[src/rtl/cdb_pkg.sv]
// Shared constants, payload layout and helpers for the common data bus arbiter.
package cdb_pkg;

  localparam int unsigned TAG_W    = 8;
  localparam int unsigned DATA_W   = 32;
  localparam int unsigned BUS_W    = 40;
  localparam int unsigned TAG_NONE = 0;

  localparam int unsigned NUM_SRC  = 3;
  localparam int unsigned SRC_W    = 2;

  localparam logic [SRC_W-1:0] SRC_ADD  = 2'd0;
  localparam logic [SRC_W-1:0] SRC_MULT = 2'd1;
  localparam logic [SRC_W-1:0] SRC_LOAD = 2'd2;

  // One broadcast word as seen on any result bus.
  typedef struct packed {
    logic [TAG_W-1:0]  tag;
    logic [DATA_W-1:0] data;
  } cdb_word_t;

  // Next source index in round-robin order, wrapping after the load unit.
  function automatic logic [SRC_W-1:0] src_next(input logic [SRC_W-1:0] src);
    return (src >= SRC_LOAD) ? SRC_ADD : src + SRC_W'(1);
  endfunction

endpackage

[src/rtl/cdb_arbiter_if.sv]
// Result handshakes from the three execution units plus the broadcast bus.
interface cdb_arbiter_if #(
  parameter int unsigned TAG_W  = cdb_pkg::TAG_W,
  parameter int unsigned DATA_W = cdb_pkg::DATA_W
);

  localparam int unsigned BUS_W = TAG_W + DATA_W;

  logic             add_valid;
  logic [BUS_W-1:0] add_data;
  logic             add_ready;

  logic             mult_valid;
  logic [BUS_W-1:0] mult_data;
  logic             mult_ready;

  logic             load_valid;
  logic [BUS_W-1:0] load_data;
  logic             load_ready;

  logic             cdb_valid;
  logic [BUS_W-1:0] cdb_out;
  logic [1:0]       cdb_src;
  logic             tag0_err;

  // Requester side: execution units and broadcast consumers.
  modport master (
    output add_valid, add_data,
    output mult_valid, mult_data,
    output load_valid, load_data,
    input  add_ready, mult_ready, load_ready,
    input  cdb_valid, cdb_out, cdb_src, tag0_err
  );

  // Arbiter side.
  modport slave (
    input  add_valid, add_data,
    input  mult_valid, mult_data,
    input  load_valid, load_data,
    output add_ready, mult_ready, load_ready,
    output cdb_valid, cdb_out, cdb_src, tag0_err
  );

endinterface

[src/rtl/cdb_fifo.sv]
// Small per-requester FIFO with registered full/empty flags.
module cdb_fifo #(
  parameter int unsigned DEPTH = 2,
  parameter int unsigned WIDTH = 40
) (
  input  logic             clk,
  input  logic             rst_n,
  input  logic             push,
  input  logic             pop,
  input  logic [WIDTH-1:0] din,
  output logic [WIDTH-1:0] head,
  output logic             full,
  output logic             empty
);

  localparam int unsigned PTR_W = (DEPTH > 1) ? $clog2(DEPTH) : 1;
  localparam int unsigned CNT_W = $clog2(DEPTH + 1);

  logic [WIDTH-1:0] mem [DEPTH];
  logic [PTR_W-1:0] wr_ptr;
  logic [PTR_W-1:0] rd_ptr;
  logic [CNT_W-1:0] count;
  logic [CNT_W-1:0] count_d;
  logic             push_en;
  logic             pop_en;

  // Pointers wrap explicitly so non-power-of-two depths stay in range.
  function automatic logic [PTR_W-1:0] ptr_inc(input logic [PTR_W-1:0] p);
    return (p == PTR_W'(DEPTH - 1)) ? '0 : p + PTR_W'(1);
  endfunction

  assign push_en = push & ~full;
  assign pop_en  = pop & ~empty;

  // Occupancy after this edge; simultaneous push and pop leaves it unchanged.
  always_comb begin
    count_d = count;
    case ({push_en, pop_en})
      2'b10:   count_d = count + CNT_W'(1);
      2'b01:   count_d = count - CNT_W'(1);
      default: count_d = count;
    endcase
  end

  // Pointers, occupancy and the flags derived from the next occupancy.
  always_ff @(posedge clk or negedge rst_n) begin
    if (!rst_n) begin
      wr_ptr <= '0;
      rd_ptr <= '0;
      count  <= '0;
      full   <= 1'b0;
      empty  <= 1'b1;
    end else begin
      if (push_en) wr_ptr <= ptr_inc(wr_ptr);
      if (pop_en)  rd_ptr <= ptr_inc(rd_ptr);
      count <= count_d;
      full  <= (count_d == CNT_W'(DEPTH));
      empty <= (count_d == '0);
    end
  end

  // Storage needs no reset: an entry is only read once it has been written.
  always_ff @(posedge clk) begin
    if (push_en) mem[wr_ptr] <= din;
  end

  assign head = mem[rd_ptr];

  a_no_overflow: assert property (@(posedge clk) disable iff (!rst_n) !(push && full));
  a_no_underflow: assert property (@(posedge clk) disable iff (!rst_n) !(pop && empty));
  a_count_range: assert property (@(posedge clk) disable iff (!rst_n) count <= CNT_W'(DEPTH));

endmodule

[src/rtl/cdb_arbiter.sv]
// Round-robin arbiter merging add/mult/load results onto one common data bus.
module cdb_arbiter #(
  parameter int unsigned TAG_W      = cdb_pkg::TAG_W,
  parameter int unsigned DATA_W     = cdb_pkg::DATA_W,
  parameter int unsigned FIFO_DEPTH = 2
) (
  input  logic            clk,
  input  logic            rst_n,
  cdb_arbiter_if.slave    bus
);

  import cdb_pkg::NUM_SRC;
  import cdb_pkg::SRC_W;
  import cdb_pkg::SRC_ADD;
  import cdb_pkg::SRC_MULT;
  import cdb_pkg::SRC_LOAD;
  import cdb_pkg::TAG_NONE;
  import cdb_pkg::src_next;

  localparam int unsigned BUS_W = TAG_W + DATA_W;

  logic [NUM_SRC-1:0] in_valid;
  logic [BUS_W-1:0]   in_data [NUM_SRC];
  logic [BUS_W-1:0]   head    [NUM_SRC];
  logic [NUM_SRC-1:0] full;
  logic [NUM_SRC-1:0] empty;
  logic [NUM_SRC-1:0] tag_zero;
  logic [NUM_SRC-1:0] push;
  logic [NUM_SRC-1:0] pop;
  logic               discard;

  logic               grant_found;
  logic [SRC_W-1:0]   grant_idx;

  logic [SRC_W-1:0]   rr_ptr;
  logic               cdb_valid_q;
  logic [BUS_W-1:0]   cdb_out_q;
  logic [SRC_W-1:0]   cdb_src_q;
  logic               tag0_err_q;

  assign in_valid[SRC_ADD]  = bus.add_valid;
  assign in_valid[SRC_MULT] = bus.mult_valid;
  assign in_valid[SRC_LOAD] = bus.load_valid;
  assign in_data[SRC_ADD]   = bus.add_data;
  assign in_data[SRC_MULT]  = bus.mult_data;
  assign in_data[SRC_LOAD]  = bus.load_data;

  // Ready is the inverse of a registered full flag, so no valid-to-ready path exists.
  assign bus.add_ready  = ~full[SRC_ADD];
  assign bus.mult_ready = ~full[SRC_MULT];
  assign bus.load_ready = ~full[SRC_LOAD];

  // Accepted words are queued unless they carry the reserved tag, which is dropped.
  always_comb begin
    tag_zero = '0;
    push     = '0;
    for (int i = 0; i < NUM_SRC; i++) begin
      tag_zero[i] = (in_data[i][BUS_W-1:DATA_W] == TAG_W'(TAG_NONE));
      push[i]     = in_valid[i] & ~full[i] & ~tag_zero[i];
    end
    discard = |(in_valid & ~full & tag_zero);
  end

  for (genvar g = 0; g < NUM_SRC; g++) begin : g_fifo
    cdb_fifo #(
      .DEPTH (FIFO_DEPTH),
      .WIDTH (BUS_W)
    ) u_fifo (
      .clk   (clk),
      .rst_n (rst_n),
      .push  (push[g]),
      .pop   (pop[g]),
      .din   (in_data[g]),
      .head  (head[g]),
      .full  (full[g]),
      .empty (empty[g])
    );
  end

  // First non-empty FIFO at or after rr_ptr wins; the winner's head is popped.
  always_comb begin
    logic [SRC_W-1:0] cur;
    grant_found = 1'b0;
    grant_idx   = rr_ptr;
    pop         = '0;
    cur         = rr_ptr;
    for (int i = 0; i < NUM_SRC; i++) begin
      if (!grant_found && !empty[cur]) begin
        grant_found = 1'b1;
        grant_idx   = cur;
      end
      cur = src_next(cur);
    end
    if (grant_found) pop[grant_idx] = 1'b1;
  end

  // Broadcast register: one word per grant, cleared whenever nothing is granted.
  always_ff @(posedge clk or negedge rst_n) begin
    if (!rst_n) begin
      cdb_valid_q <= 1'b0;
      cdb_out_q   <= '0;
      cdb_src_q   <= '0;
      rr_ptr      <= '0;
    end else if (grant_found) begin
      cdb_valid_q <= 1'b1;
      cdb_out_q   <= head[grant_idx];
      cdb_src_q   <= grant_idx;
      rr_ptr      <= src_next(grant_idx);
    end else begin
      cdb_valid_q <= 1'b0;
      cdb_out_q   <= '0;
      cdb_src_q   <= '0;
    end
  end

  // Sticky reserved-tag flag, cleared only by reset.
  always_ff @(posedge clk or negedge rst_n) begin
    if (!rst_n) begin
      tag0_err_q <= 1'b0;
    end else if (discard) begin
      tag0_err_q <= 1'b1;
    end
  end

  assign bus.cdb_valid = cdb_valid_q;
  assign bus.cdb_out   = cdb_out_q;
  assign bus.cdb_src   = cdb_src_q;
  assign bus.tag0_err  = tag0_err_q;

  a_onehot_pop: assert property (@(posedge clk) disable iff (!rst_n) $onehot0(pop));
  a_src_range: assert property (@(posedge clk) disable iff (!rst_n) cdb_src_q <= SRC_LOAD);

endmodule

[src/flat_wrapper.sv]
// flat-port wrapper written by rule: the top's interface ports become plain ports
module cdb_arbiter_flat import cdb_pkg::NUM_SRC; import cdb_pkg::SRC_W; import cdb_pkg::SRC_ADD; import cdb_pkg::SRC_MULT; import cdb_pkg::SRC_LOAD; import cdb_pkg::TAG_NONE; import cdb_pkg::src_next;
#(
  parameter int unsigned TAG_W      = cdb_pkg::TAG_W,
  parameter int unsigned DATA_W     = cdb_pkg::DATA_W,
  parameter int unsigned FIFO_DEPTH = 2
)
  (clk, rst_n, bus_add_valid, bus_add_data, bus_mult_valid, bus_mult_data, bus_load_valid, bus_load_data, bus_add_ready, bus_mult_ready, bus_load_ready, bus_cdb_valid, bus_cdb_out, bus_cdb_src, bus_tag0_err);
  cdb_arbiter_if #(.TAG_W(TAG_W), .DATA_W(DATA_W)) bus_i ();
  input  logic clk;
  input  logic rst_n;
  input wire logic [$bits(bus_i.add_valid)-1:0] bus_add_valid;
  input wire logic [$bits(bus_i.add_data)-1:0] bus_add_data;
  input wire logic [$bits(bus_i.mult_valid)-1:0] bus_mult_valid;
  input wire logic [$bits(bus_i.mult_data)-1:0] bus_mult_data;
  input wire logic [$bits(bus_i.load_valid)-1:0] bus_load_valid;
  input wire logic [$bits(bus_i.load_data)-1:0] bus_load_data;
  output wire logic [$bits(bus_i.add_ready)-1:0] bus_add_ready;
  output wire logic [$bits(bus_i.mult_ready)-1:0] bus_mult_ready;
  output wire logic [$bits(bus_i.load_ready)-1:0] bus_load_ready;
  output wire logic [$bits(bus_i.cdb_valid)-1:0] bus_cdb_valid;
  output wire logic [$bits(bus_i.cdb_out)-1:0] bus_cdb_out;
  output wire logic [$bits(bus_i.cdb_src)-1:0] bus_cdb_src;
  output wire logic [$bits(bus_i.tag0_err)-1:0] bus_tag0_err;
  assign bus_i.add_valid = bus_add_valid;
  assign bus_i.add_data = bus_add_data;
  assign bus_i.mult_valid = bus_mult_valid;
  assign bus_i.mult_data = bus_mult_data;
  assign bus_i.load_valid = bus_load_valid;
  assign bus_i.load_data = bus_load_data;
  assign bus_add_ready = bus_i.add_ready;
  assign bus_mult_ready = bus_i.mult_ready;
  assign bus_load_ready = bus_i.load_ready;
  assign bus_cdb_valid = bus_i.cdb_valid;
  assign bus_cdb_out = bus_i.cdb_out;
  assign bus_cdb_src = bus_i.cdb_src;
  assign bus_tag0_err = bus_i.tag0_err;
  cdb_arbiter #(.TAG_W(TAG_W), .DATA_W(DATA_W), .FIFO_DEPTH(FIFO_DEPTH)) u_core (.clk(clk), .rst_n(rst_n), .bus(bus_i));
endmodule
[config.mk]
export PLATFORM = sky130hd
export DESIGN_NAME = cdb_arbiter_flat
export DESIGN_NICKNAME = d
export VERILOG_FILES = /design/src/rtl/cdb_pkg.sv /design/src/rtl/cdb_arbiter_if.sv /design/src/rtl/cdb_fifo.sv /design/src/rtl/cdb_arbiter.sv /design/src/flat_wrapper.sv
export SDC_FILE = /design/constraint.sdc
export NUM_CORES = 1
export LEC_CHECK = 0
export CELL_PAD_IN_SITES_DETAIL_PLACEMENT = 0
export CELL_PAD_IN_SITES_GLOBAL_PLACEMENT = 1
export CORE_MARGIN = 10
export CORE_UTILIZATION = 35
export DETAILED_ROUTE_END_ITERATION = 6
export GPL_TIMING_DRIVEN = 0
export HOLD_SLACK_MARGIN = 0.12
export PLACE_DENSITY_LB_ADDON = 0.1
export SYNTH_ARGS = -nofsm -noshare
export SYNTH_HDL_FRONTEND = slang
export SYNTH_SLANG_ARGS = --single-unit
[constraint.sdc]
create_clock -name clk -period 6.5 [get_ports clk]
set_input_delay 1.3 -clock clk [delete_from_list [all_inputs] [get_ports clk]]
set_output_delay 1.3 -clock clk [all_outputs]
set_load 0.02 [all_outputs]
[Yosys cells after proc, flatten, opt, wreduce, memory -nomap -nowiden]
Memory sizes are Yosys's and may differ from the RTL's.
Cells that the tools add are included.
Word-level totals
  flip-flop bits (word level): 64
  bits in writable memories: 240
  input port bits: 125
  output and inout port bits: 47
  logic and storage cells: 132
  memories: 3
Operators by class
  add/subtract/negate cells: 15
  $lt $le $gt $ge: 9
  equality and inequality tests: 9
  multiplexer cells: 38
  bitwise logic cells: 25
  reduce and logical (&&, ||, !) cells: 13
Memory list
  u_core.g_fifo[0].u_fifo.mem: words 2, width 40, read ports 1, clocked after memory_dff 0, wr ports 1, RTL line cdb_fifo.sv:19  | logic [WIDTH-1:0] mem [DEPTH];
  u_core.g_fifo[1].u_fifo.mem: words 2, width 40, read ports 1, clocked after memory_dff 0, wr ports 1, RTL line cdb_fifo.sv:19
  u_core.g_fifo[2].u_fifo.mem: words 2, width 40, read ports 1, clocked after memory_dff 0, wr ports 1, RTL line cdb_fifo.sv:19
Operators with widths (number)
  40-bit two-way mux: 3
  40-bit binary-select mux with 2-bit select: 1
  8-bit zero test: 3
  1-bit two-way mux: 20
  2-bit by 1-bit adder with 2-bit output, second input constant: 6
  1-bit AND: 12
  2-bit == test, second input constant: 6
  2-bit by 3-bit < comparator with 1-bit output, second input constant: 4
  2-bit two-way mux: 6
  2-bit case mux with 2 select lines: 3
  1-bit NOT: 9
  1-bit adder, second input constant: 6
  3-bit AND: 2
  1-bit binary-select mux with 2-bit select: 3
  2-bit by 1-bit == test with 1-bit output, second input constant: 3
  2-bit >= comparator, second input constant: 3
  2-bit zero test: 3
  2-bit by 1-bit subtractor with 2-bit output, second input constant: 3
  3-bit >= comparator, second input constant: 1
  1-bit logical AND: 3
  1-bit zero test: 3
  3-bit two-way mux: 1
  2-bit NOT with 3-bit output: 1
  3-bit NOT: 1
  other kinds (3): 3

[Depth between registers and ports, before layout]
  depth after elaboration: 19
  mapped depth: 10
  gate-level depth less buffers: 9

[Modules after synthesis]
From an unflattened synthesis, not the netlist that was laid out.
Second synthesis, totals
  cells, all modules: 742
  area total of the unflattened synthesis: 12906.1 sq um
By module, submodules not included
  cdb_fifo: times used 3, cells each 151, area an instance 3370.7 sq um, sequential area each 2553.7 sq um
  cdb_arbiter: times used 1, cells each 289, area an instance 2793.9 sq um, sequential area each 1151.1 sq um

[Worst setup path before layout]
Ideal clock, no wire load.
  kind: input to register
  start: input port bus_add_data[32]
  end: memory u_core.g_fifo[0].u_fifo.mem[0][0] (enable)
  setup time: 0.438 ns
  arrival time: 3.275 ns
  required time: 6.062 ns
  setup slack: 2.788 ns
  stages: 4
  path buffers: 0
  cells stage by stage: nor4_1 nand2_1 nand3_1 nor2_1
On the way
  cells in the longest elaborated chain, start to end: 6
Ends and longest elaborated chain
  start, declared: RTL line flat_wrapper.sv:13  | input wire logic [$bits(bus_i.add_data)-1:0] bus_add_data;
  8-bit zero test: RTL line cdb_arbiter.sv:58  | tag_zero[i] = (in_data[i][BUS_W-1:DATA_W] == TAG_W'(TAG_NONE));
  1-bit NOT: RTL line cdb_arbiter.sv:59  | push[i] = in_valid[i] & ~full[i] & ~tag_zero[i];
  1-bit AND: RTL line cdb_arbiter.sv:59
  1-bit AND: RTL line cdb_fifo.sv:32  | assign push_en = push & ~full;
  1-bit two-way mux: RTL line cdb_fifo.sv:64  | if (push_en) mem[wr_ptr] <= din;
  1-bit two-way mux (implied by the code): RTL line cdb_fifo.sv:64
  end, declared: RTL line cdb_fifo.sv:19
No other way between the ends.

[Final worst setup path]
  start: input port bus_mult_data[37]
  end: register u_core.g_fifo[1].u_fifo.full
On the way
  cells in the longest elaborated chain, start to end: 7
  elaborated cells on any way between the ends: 8
  those cells by class: eq/ne (3); mux (1); bitwise (3); reduce/logical (1)
Ends and longest elaborated chain
  start, declared: RTL line flat_wrapper.sv:15  | input wire logic [$bits(bus_i.mult_data)-1:0] bus_mult_data;
  8-bit zero test *: RTL line cdb_arbiter.sv:58
  1-bit NOT *: RTL line cdb_arbiter.sv:59
  1-bit AND *: RTL line cdb_arbiter.sv:59
  1-bit AND *: RTL line cdb_fifo.sv:32
  2-bit by 1-bit == test with 1-bit output or 2-bit == test (tied branches): RTL line cdb_fifo.sv:38  | case ({push_en, pop_en})
  2-bit case mux with 2 select lines *: RTL line cdb_fifo.sv:38
  net u_core.g_fifo[1].u_fifo.count_d[1]: RTL line cdb_fifo.sv:23  | logic [CNT_W-1:0] count_d;
  2-bit == test *: RTL line cdb_fifo.sv:57  | full <= (count_d == CNT_W'(DEPTH));
  end signal, assigned: RTL line cdb_fifo.sv:57
  end, declared: RTL line cdb_fifo.sv:12  | output logic full,
Mark *: on every way through the listed nets, which the timed path passes. The rest lies on a longest branch.
A chain may end at the register's enable or synchronous reset.

==> flow_summary.toml <==
[status]
status = "complete, no violations"

[setup_path]
worstPathMaxFanout = 4
cp.required_ns = 6.93
path_class = "input port to flop"
crit_path_end_kind = "flop"
cp-start-kind = "input port"
arrival_ns = 3.70

[logic_synthesis]
synth-seq-cells = 304
synthFlopType = "edfxtp_1"
syn_avg_cell_area_um2 = 17.5
synth_cells = 675
ys_types = 44
async_flop_share = 0.211
synth_nets = 803
synth_edf_count = 240
netlist_area_um2 = 11800
yosysWarnings = 0
yosysSeqAreaShare = 0.746

[clocking]
post_cts_buffers = 0
insertion_delay_ns = 0.50
ctsHoldBuffers = 0
cts.clk_slew.worst_paths_ns = 0.06
cts_tree = "built"
h-tree-depth = 2
clkSinkCount = 304
root_buffer = "clkbuf_16"
cts_buffer_depth = 3
cts_resized = 0
numCtsBuffers = 35

[floorplan]
start_util = 0.353
pin_count = 172
fp.dieW_um = 204
core-area_um2 = 33400
fp.dieH_um = 204
dieArea_um2 = 41500
placementRows = 67

[sta]
setup_tns_ns = 0
worst_pin_slew_ns = 0.912
hold_violations = 0
whs_ns = 0.475
fmaxAchievable_ghz = 0.306
rsz0062_at_grt = "no"
drv_slew = 0
slew_headroom = 0.392
finalClockSkew_ns = 0.0128
timing.final.crit_period_ns = 3.27
finalCritPeriodShare = 0.503
setup_violations = 0

[route]
postRouteAntennaNets = 0
routedWlPerCell_um = 22.4
vias = 6703
wl_um = 30600
firstDrtPassIters = 4
route.detailed.drc = 0
routed_via_density = 4.91
initialDrtViolationCount = 330

[finish]
drive_gt1_frac = 0.189
layout_common_cells = "240 x edfxtp_1, 170 x clkdlybuf4s50_1, 61 x dfrtp_1"
mostFrequentLayoutCell = "edfxtp_1"
final_cells = 1364
n_fill_cell = 2882
final_cell_area_um2 = 15500
nets = 1018
areaGrowthSynthToFinish_pct = 30.9
diodes = 0

[global_route]
antenna_found_initial = 0
grt_pass1_wl_um = 46100
grt_pass1_vias = 7571
grt_max_degree = 46
grt_usage = 0.145
overflow = 0

[pwr]
power_switching_mw = 2.53
switching_share = 0.329
cellPowerDensity_nw_per_um2 = 498
p_int_mw = 5.16
sequentialPowerShare = 0.374
clockPowerShare = 0.255
pwr-share-comb = 0.372
ir_drop_mv = 0.186
p_leak_nw = 5.47

[worst_hold_path]
hp-class = "flop to flop"

[flow_run]
drv_cap = 0

[placed_design]
io_buffer_count = 171
place.gp.congestion = 0.758
placed_cell_area_um2 = 14300
dp_cells = 1301
post-dp-hpwl_um = 21800
## critical path, cell delays in order
cell and delay, ns:
clkdlybuf4s50_1 0.50, or4_1 0.59, o211ai_2 0.43, ha_1 0.33, nor2_1 0.13, xor2_1 0.24
nor2b_1 0.17
## Yosys cell counts (all sizes together), types with 2 or more instances
library cell  number  share of area
o211ai             3         0.0032
dfrtp             61           0.13
clkbuf            18          0.014
a22oi              2         0.0024
buf               27          0.019
o21ai              4         0.0020
dfstp              3         0.0067
nand3              3         0.0013
nand2              6         0.0021
mux2i             40          0.034
a21oi              2        0.00085
inv               13         0.0041
xor2               4         0.0030
nor2              17         0.0054
o32ai             40          0.030
nor2b             34          0.018
o211a              2         0.0017
nor3              40          0.019
nor4               4         0.0021
mux2              40          0.038
or4                2         0.0013
xnor2             11         0.0082
and2b             10         0.0073
a221oi            40          0.030
edfxtp           240           0.61
ha                 3         0.0032
## routing by layer
metal  vias to the layer above  global-route usage  wire [µm]
met1                      3378               0.184      13200
li1                       3109                   -          -
met2                       172               0.246      15100
met5                         -                   0          0
met3                        44              0.0322       1620
met4                         0              0.0400        653
## state kept, by name, indices dropped and copies added, names as in the netlist
signal / count
u_core.g_fifo.u_fifo.mem: 240
u_core.bus.cdb_out: 40
u_core.g_fifo.u_fifo.count: 6
u_core.g_fifo.u_fifo.empty: 3
u_core.g_fifo.u_fifo.full: 3
u_core.g_fifo.u_fifo.rd_ptr: 3
u_core.g_fifo.u_fifo.wr_ptr: 3
u_core.bus.cdb_src: 2
u_core.rr_ptr: 2
u_core.bus.cdb_valid: 1
u_core.bus.tag0_err: 1
## power groups by stage
stage	sequential [mW]	combinational [mW]	clock, mW
floorplan	3.05	1.64	0
global placement	2.93	2.80	0
detailed placement	2.91	2.92	0
CTS	2.88	2.94	2.02
global route	2.92	3.10	2.09
finish	2.87	2.86	1.96
## worst paths after layout
check,start,to,slack (ns),depth (start not counted)
hold / removal,u_core.g_fifo[2].u_fifo.count[1],u_core.g_fifo[2].u_fifo.count[1],0.47,1
setup reg to reg,u_core.g_fifo[1].u_fifo.empty,u_core.g_fifo[0].u_fifo.full,4.00,9
max in group asynchronous,rst_n,u_core.g_fifo[0].u_fifo.empty,5.19,2
setup / recovery,bus_mult_data[37],u_core.g_fifo[1].u_fifo.full,3.23,7
hold reg to reg,u_core.g_fifo[2].u_fifo.count[1],u_core.g_fifo[2].u_fifo.count[1],0.47,1
min in group asynchronous,rst_n,u_core.bus.cdb_out[33],0.71,1
## cell type report
class	instances	area (µm²)	share of cell area
clock buffer	48	1010	0.0652
clock inverter	15	161	0.0104
multi-input combinational	313	2610	0.169
sequential	304	8810	0.570
timing repair buffer	178	1870	0.121
inverter	13	48.8	0.00316
tap	448	561	0.0363
buffer	45	389	0.0252
## through the flow
step | utilization | setup WS (ns) | power (mW)
after floorplan | - | 2.79 | 4.69
after global placement | 0.421 | 0.735 | 5.73
after detailed placement | 0.427 | 2.75 | 5.83
after CTS | 0.462 | 3.25 | 7.83
after global routing | 0.462 | 3.11 | 8.11
final | 0.462 | 3.23 | 7.69
## cell families (layout without fill, tap and decap cells)
logic type	count (synthesis)	in the layout	share of synthesized area
compound gates	97	97	0.0721
xor+xnor	15	15	0.0111
fa+ha+maj	3	3	0.00318
buf+inv	58	299	0.0371
flops	304	304	0.746
mux	80	80	0.0720
simple gates	118	118	0.0583
(Power assumes the default switching activity.)
